==> config.mk <==
export PLATFORM = sky130hd
export DESIGN_NAME = operand_fwd_unit
export DESIGN_NICKNAME = d
export VERILOG_FILES = /design/src/rtl/operand_fwd_unit.sv
export SDC_FILE = /design/constraint.sdc
export NUM_CORES = 1
export LEC_CHECK = 0
export BUFFER_PORTS_ARGS = -buffer_cell sky130_fd_sc_hd__buf_4
export CORE_MARGIN = 3
export CORE_UTILIZATION = 43
export CTS_CLUSTER_DIAMETER = 200
export DETAILED_ROUTE_END_ITERATION = 10
export GPL_TIMING_DRIVEN = 1
export MAX_ROUTING_LAYER = met4
export PLACE_DENSITY_LB_ADDON = 0.2
export SLEW_MARGIN = 20
export SYNTH_ARGS = -nofsm -noshare
export SYNTH_HDL_FRONTEND = slang
export SYNTH_SLANG_ARGS = --single-unit
==> constraint.sdc <==
create_clock -name clk -period 1.89 [get_ports clk]
set_input_delay 0.0945 -clock clk [delete_from_list [all_inputs] [get_ports clk]]
set_output_delay 0.0945 -clock clk [all_outputs]
set_load 0.005 [all_outputs]
==> src/rtl/operand_fwd_unit.sv <==
// operand_fwd_unit: bypass-network operand select with a registered, backpressured output stage.
// Define OPERAND_FWD_STALL_CNT_EN to add the saturating stall_cnt output.
module operand_fwd_unit #(
  parameter int DATA_W = 32,
  parameter int NPORT  = 2,
  parameter int NSTAGE = 3
) (
  input  logic                     clk,
  input  logic                     resetn,
  input  logic                     flush,
  input  logic                     in_valid,
  output logic                     in_ready,
  input  logic [NPORT*5-1:0]       rd_addr,
  input  logic [NPORT*DATA_W-1:0]  rf_data,
  input  logic [NSTAGE-1:0]        st_we,
  input  logic [NSTAGE*5-1:0]      st_addr,
  input  logic [NSTAGE*DATA_W-1:0] st_data,
  input  logic [NSTAGE-1:0]        st_rdy,
  output logic                     out_valid,
  input  logic                     out_ready,
  output logic [NPORT*DATA_W-1:0]  out_data,
  output logic [NPORT-1:0]         out_fwd,
`ifdef OPERAND_FWD_STALL_CNT_EN
  output logic [31:0]              stall_cnt,
`endif
  output logic                     stall
);
  logic [NPORT*DATA_W-1:0] sel_data;
  logic [NPORT-1:0]        sel_fwd;
  logic [NPORT-1:0]        port_haz;
  logic                    hazard;
  logic                    accept;
  // Oldest-to-youngest walk so the youngest match overwrites; its readiness alone decides the hazard.
  always_comb begin
    sel_data = '0;
    sel_fwd  = '0;
    port_haz = '0;
    for (int p = 0; p < NPORT; p++) begin
      sel_data[p*DATA_W +: DATA_W] = rf_data[p*DATA_W +: DATA_W];
      for (int s = NSTAGE - 1; s >= 0; s--) begin
        if (st_we[s] && st_addr[s*5 +: 5] == rd_addr[p*5 +: 5]) begin
          sel_data[p*DATA_W +: DATA_W] = st_data[s*DATA_W +: DATA_W];
          sel_fwd[p]  = 1'b1;
          port_haz[p] = !st_rdy[s];
        end
      end
      if (rd_addr[p*5 +: 5] == 5'd0) begin
        sel_data[p*DATA_W +: DATA_W] = '0;
        sel_fwd[p]  = 1'b0;
        port_haz[p] = 1'b0;
      end
    end
  end
  assign hazard   = |port_haz;
  assign stall    = in_valid & hazard;
  assign in_ready = !hazard & !flush & (!out_valid | out_ready);
  assign accept   = in_valid & in_ready;
  always_ff @(posedge clk or negedge resetn) begin
    if (!resetn) begin
      out_valid <= 1'b0;
      out_data  <= '0;
      out_fwd   <= '0;
    end else begin
      out_valid <= flush ? 1'b0 : accept ? 1'b1 : out_ready ? 1'b0 : out_valid;
      if (accept) begin
        out_data <= sel_data;
        out_fwd  <= sel_fwd;
      end
    end
  end
`ifdef OPERAND_FWD_STALL_CNT_EN
  always_ff @(posedge clk or negedge resetn) begin
    if (!resetn) stall_cnt <= '0;
    else if (stall && stall_cnt != 32'hFFFF_FFFF) stall_cnt <= stall_cnt + 32'd1;
  end
`endif
endmodule

==> impl_metrics.yaml <==
placed_design:
  dp.cells: 1136
  port_buffers: 264
  gp_congestion: 0.949
  hpwlAfterDp_um: 17800
  place_area_um2: 8320
timing:
  fin_ws_ns: -0.0687
  period_needed_ns: 1.96
  worstMarginPinSlew_ns: 0.720
  rsz0062_at_grt: "true"
  slew_headroom_pct: 52.0
  maxSlewViolCount: 0
  fmax_mhz: 511
  period_share_pct: 104
  fin_skew_ns: 0.00900
  hold_viol_final: 0
  setup_violations: 22
status:
  status: "finished with violations"
  violations: "negative setup slack"
synth:
  synth.net_count: 902
  yosysWarningCount: 0
  synth.avg_cell_area_um2: 8.03
  synth.cell_area_um2: 5670
  synth_cells: 706
  synth_edf_count: 0
  yosys_most_used_dff: "dfrtp_1"
  ys_ff_latch: 67
  ys_seq_area_share_pct: 29.6
  async_reset_ff_share_pct: 100
  synth.distinct_cells: 40
hold_path:
  hold_path.class: "input port to register"
clock_tree:
  cts_max_path_buffers: 2
  tritoncts: "yes"
  cts_max_level: 3
  cts_inserted_buffers: 9
  insertion_delay_ns: 0.34
  cts_sinks: 67
  clk_pin_slew_ns: 0.06
  cts_root_buf: "clkbuf_16"
global_route:
  grtUsageMet2_pct: 56.4
  grt_busiest_layer: "met2"
  gr-usage-met1_pct: 45.4
  grt_usage_pct: 35.2
  grt_max_degree: 66
  met3_usage_pct: 5.00
  antenna_found_initial: 0
  globalRouteOverflowTotal: 0
  first_global_vias: 7178
  grt_first_pass_wirelength_um: 39400
final_layout:
  stdcell_area_um2: 9230
  layout_commonest_cell: "buf_4"
  n_fill_cell: 996
  fin_cells: 1169
  drive_above_1_share_pct: 43.7
  final_nets: 1188
  postLayoutCoreUtil_pct: 72.2
  antenna_cells: 0
  syn2layout_area_growth_pct: 62.7
  final_cell_mix: "buf_4, o21ai_0, dfrtp_1, nand4_1, nor3_1"
route:
  wl_um: 27100
  post-route-drc-count: 0
  avgViaCountPerCell: 6.36
  ant_nets: 0
  drtPass1Iterations: 6
  wire_per_inst_um: 23.2
  vias: 7429
  first_iter_violations: 1224
power:
  total_leakage_power_nw: 3.95
  power_density_nw_per_um2: 695
  power_frac_comb_pct: 39.2
  swShare_pct: 31.6
  p_switching_w: 0.00203
  pwr-share-seq_pct: 31.6
  internal_power_w: 0.00438
  pwr-share-clk_pct: 29.2
  ir_drop_uv: 407
  totalPowerFinal_w: 0.00641
die:
  io_pins: 265
  initial_core_util_pct: 44.4
  dieArea_um2: 14600
  die_y_um: 121
  die_x_um: 121
  num_rows: 41
  fp.coreArea_um2: 12800
critical_path:
  arrival_ns: 1.86
  crit_type: "input port to output port"
  end_kind: "output port"
  startpoint_type: "input port"
  cp_data_required_time_ns: 1.80
  r2r_setup_slack_ns: -0.03
  crit_path_max_fanout: 4
flow_run:
  drv_cap: 0
[per-layer routing]
| layer | vias up | share of wire, % | wire (µm) |
|---|---|---|---|
| met5 | - | 0 | 0 |
| met1 | 3507 | 38 | 10200 |
| li1 | 3230 | - | - |
| met4 | 0 | 3.8 | 1030 |
| met3 | 97 | 11 | 2860 |
| met2 | 595 | 48 | 13000 |
[power by group through the flow]
stage                     Sequential (W)  Clock, W  Combinational (W)
after global routing             0.00206   0.00194            0.00267
after detailed placement         0.00203         0            0.00226
after global placement           0.00203         0            0.00222
after CTS                        0.00202   0.00187            0.00233
final                            0.00202   0.00187            0.00251
after floorplan                  0.00201         0           0.000873
[per-stage QoR]
stage          setup WS [ns]  hold WS [ns]   TNS, ns
2_1_floorplan        -0.0317        -0.201    -0.254
3_5_place_dp          -0.394        0.0674    -23.15
6_report             -0.0687        0.0472    -0.365
5_1_grt               -0.131        0.0537     -2.20
3_3_place_gp          -0.303        0.0608    -17.55
4_1_cts             -0.00559        0.0444  -0.00559
[critical path: stages]
cell and delay [ns]:
buf_12 0.12, buf_4 0.13, xnor2_1 0.21, and3_1 0.23, o2111ai_2 0.17, a311oi_4 0.42
buf_4 0.18, a21oi_2 0.03, nor3b_2 0.15, buf_4 0.13
[worst paths after layout]
| path | to | cells after the start | from |
|---|---|---|---|
| min in group asynchronous | out_data[60]$_DFFE_PN0P_ | 2 | resetn |
| max reg2reg | out_data[17]$_DFFE_PN0P_ | 6 | out_valid$_DFFE_PN0P_ |
| max in group asynchronous | out_data[33]$_DFFE_PN0P_ | 3 | resetn |
| min reg2reg | out_data[20]$_DFFE_PN0P_ | 1 | out_data[20]$_DFFE_PN0P_ |
| min | out_valid$_DFFE_PN0P_ | 2 | flush |
| max | in_ready | 10 | rd_addr[6] |
[cell type report]
class,count,area (µm²),share of cell area [%]
Inverter,33,124,1.34
Tap cell,172,215,2.33
Timing Repair Buffer,355,3040,32.9
Sequential cell,67,1680,18.2
Clock inverter,6,88.8,0.963
Multi-Input combinational cell,526,3850,41.7
Clock buffer,10,239,2.59
[cell families (layout without fill, tap and decap cells)]
family | after synthesis | in the layout | synth area share (%)
flip-flops | 67 | 67 | 29.6
AND/OR/NAND/NOR | 226 | 226 | 21.9
multiplexers | 66 | 66 | 12.4
XOR/XNOR | 30 | 30 | 4.63
AO/OA/AOI/OAI | 204 | 204 | 23.5
buffers and inverters | 113 | 404 | 7.97
[synth_stat cells (2+ instances only)]
| cell | number | area share (%) |
|---|---|---|
| and3_1 | 4 | 0.44 |
| buf_2 | 4 | 0.35 |
| clkbuf_1 | 67 | 4.4 |
| xnor2_1 | 18 | 2.8 |
| nor4_1 | 2 | 0.22 |
| or3b_2 | 2 | 0.31 |
| xor2_1 | 12 | 1.9 |
| a311oi_1 | 31 | 4.8 |
| mux2i_1 | 32 | 5.6 |
| mux2_1 | 8 | 1.6 |
| inv_1 | 33 | 2.2 |
| nand2_1 | 36 | 2.4 |
| nand4_1 | 65 | 7.2 |
| o2111ai_1 | 2 | 0.31 |
| nor3_1 | 65 | 5.7 |
| dfrtp_1 | 67 | 30 |
| or3_1 | 2 | 0.22 |
| a311o_1 | 33 | 5.8 |
| nor2_1 | 4 | 0.26 |
| mux2_2 | 26 | 5.2 |
| buf_4 | 4 | 0.53 |
| a21oi_1 | 35 | 3.1 |
| a211oi_1 | 2 | 0.26 |
| buf_1 | 4 | 0.26 |
| nand3_1 | 5 | 0.44 |
| o21ai_0 | 97 | 8.6 |
| and2_1 | 32 | 3.5 |
| nor2b_1 | 2 | 0.22 |
[registers in the layout, indices dropped and copies added, names as in the netlist]
| signal | cells |
|---|---|
| out_fwd | 2 |
| out_data | 64 |
| out_valid | 1 |
[timing repair]
item                                   CTS  global route
cloned                                   1             6
gates resized for setup                 26            43
pin swaps                                9            15
endpoints found under the hold margin   29             0
setup endpoints to repair               63            64
setup buffers                            4             6
hold buffers                             1             0
Power figures use the tool's default switching activity.
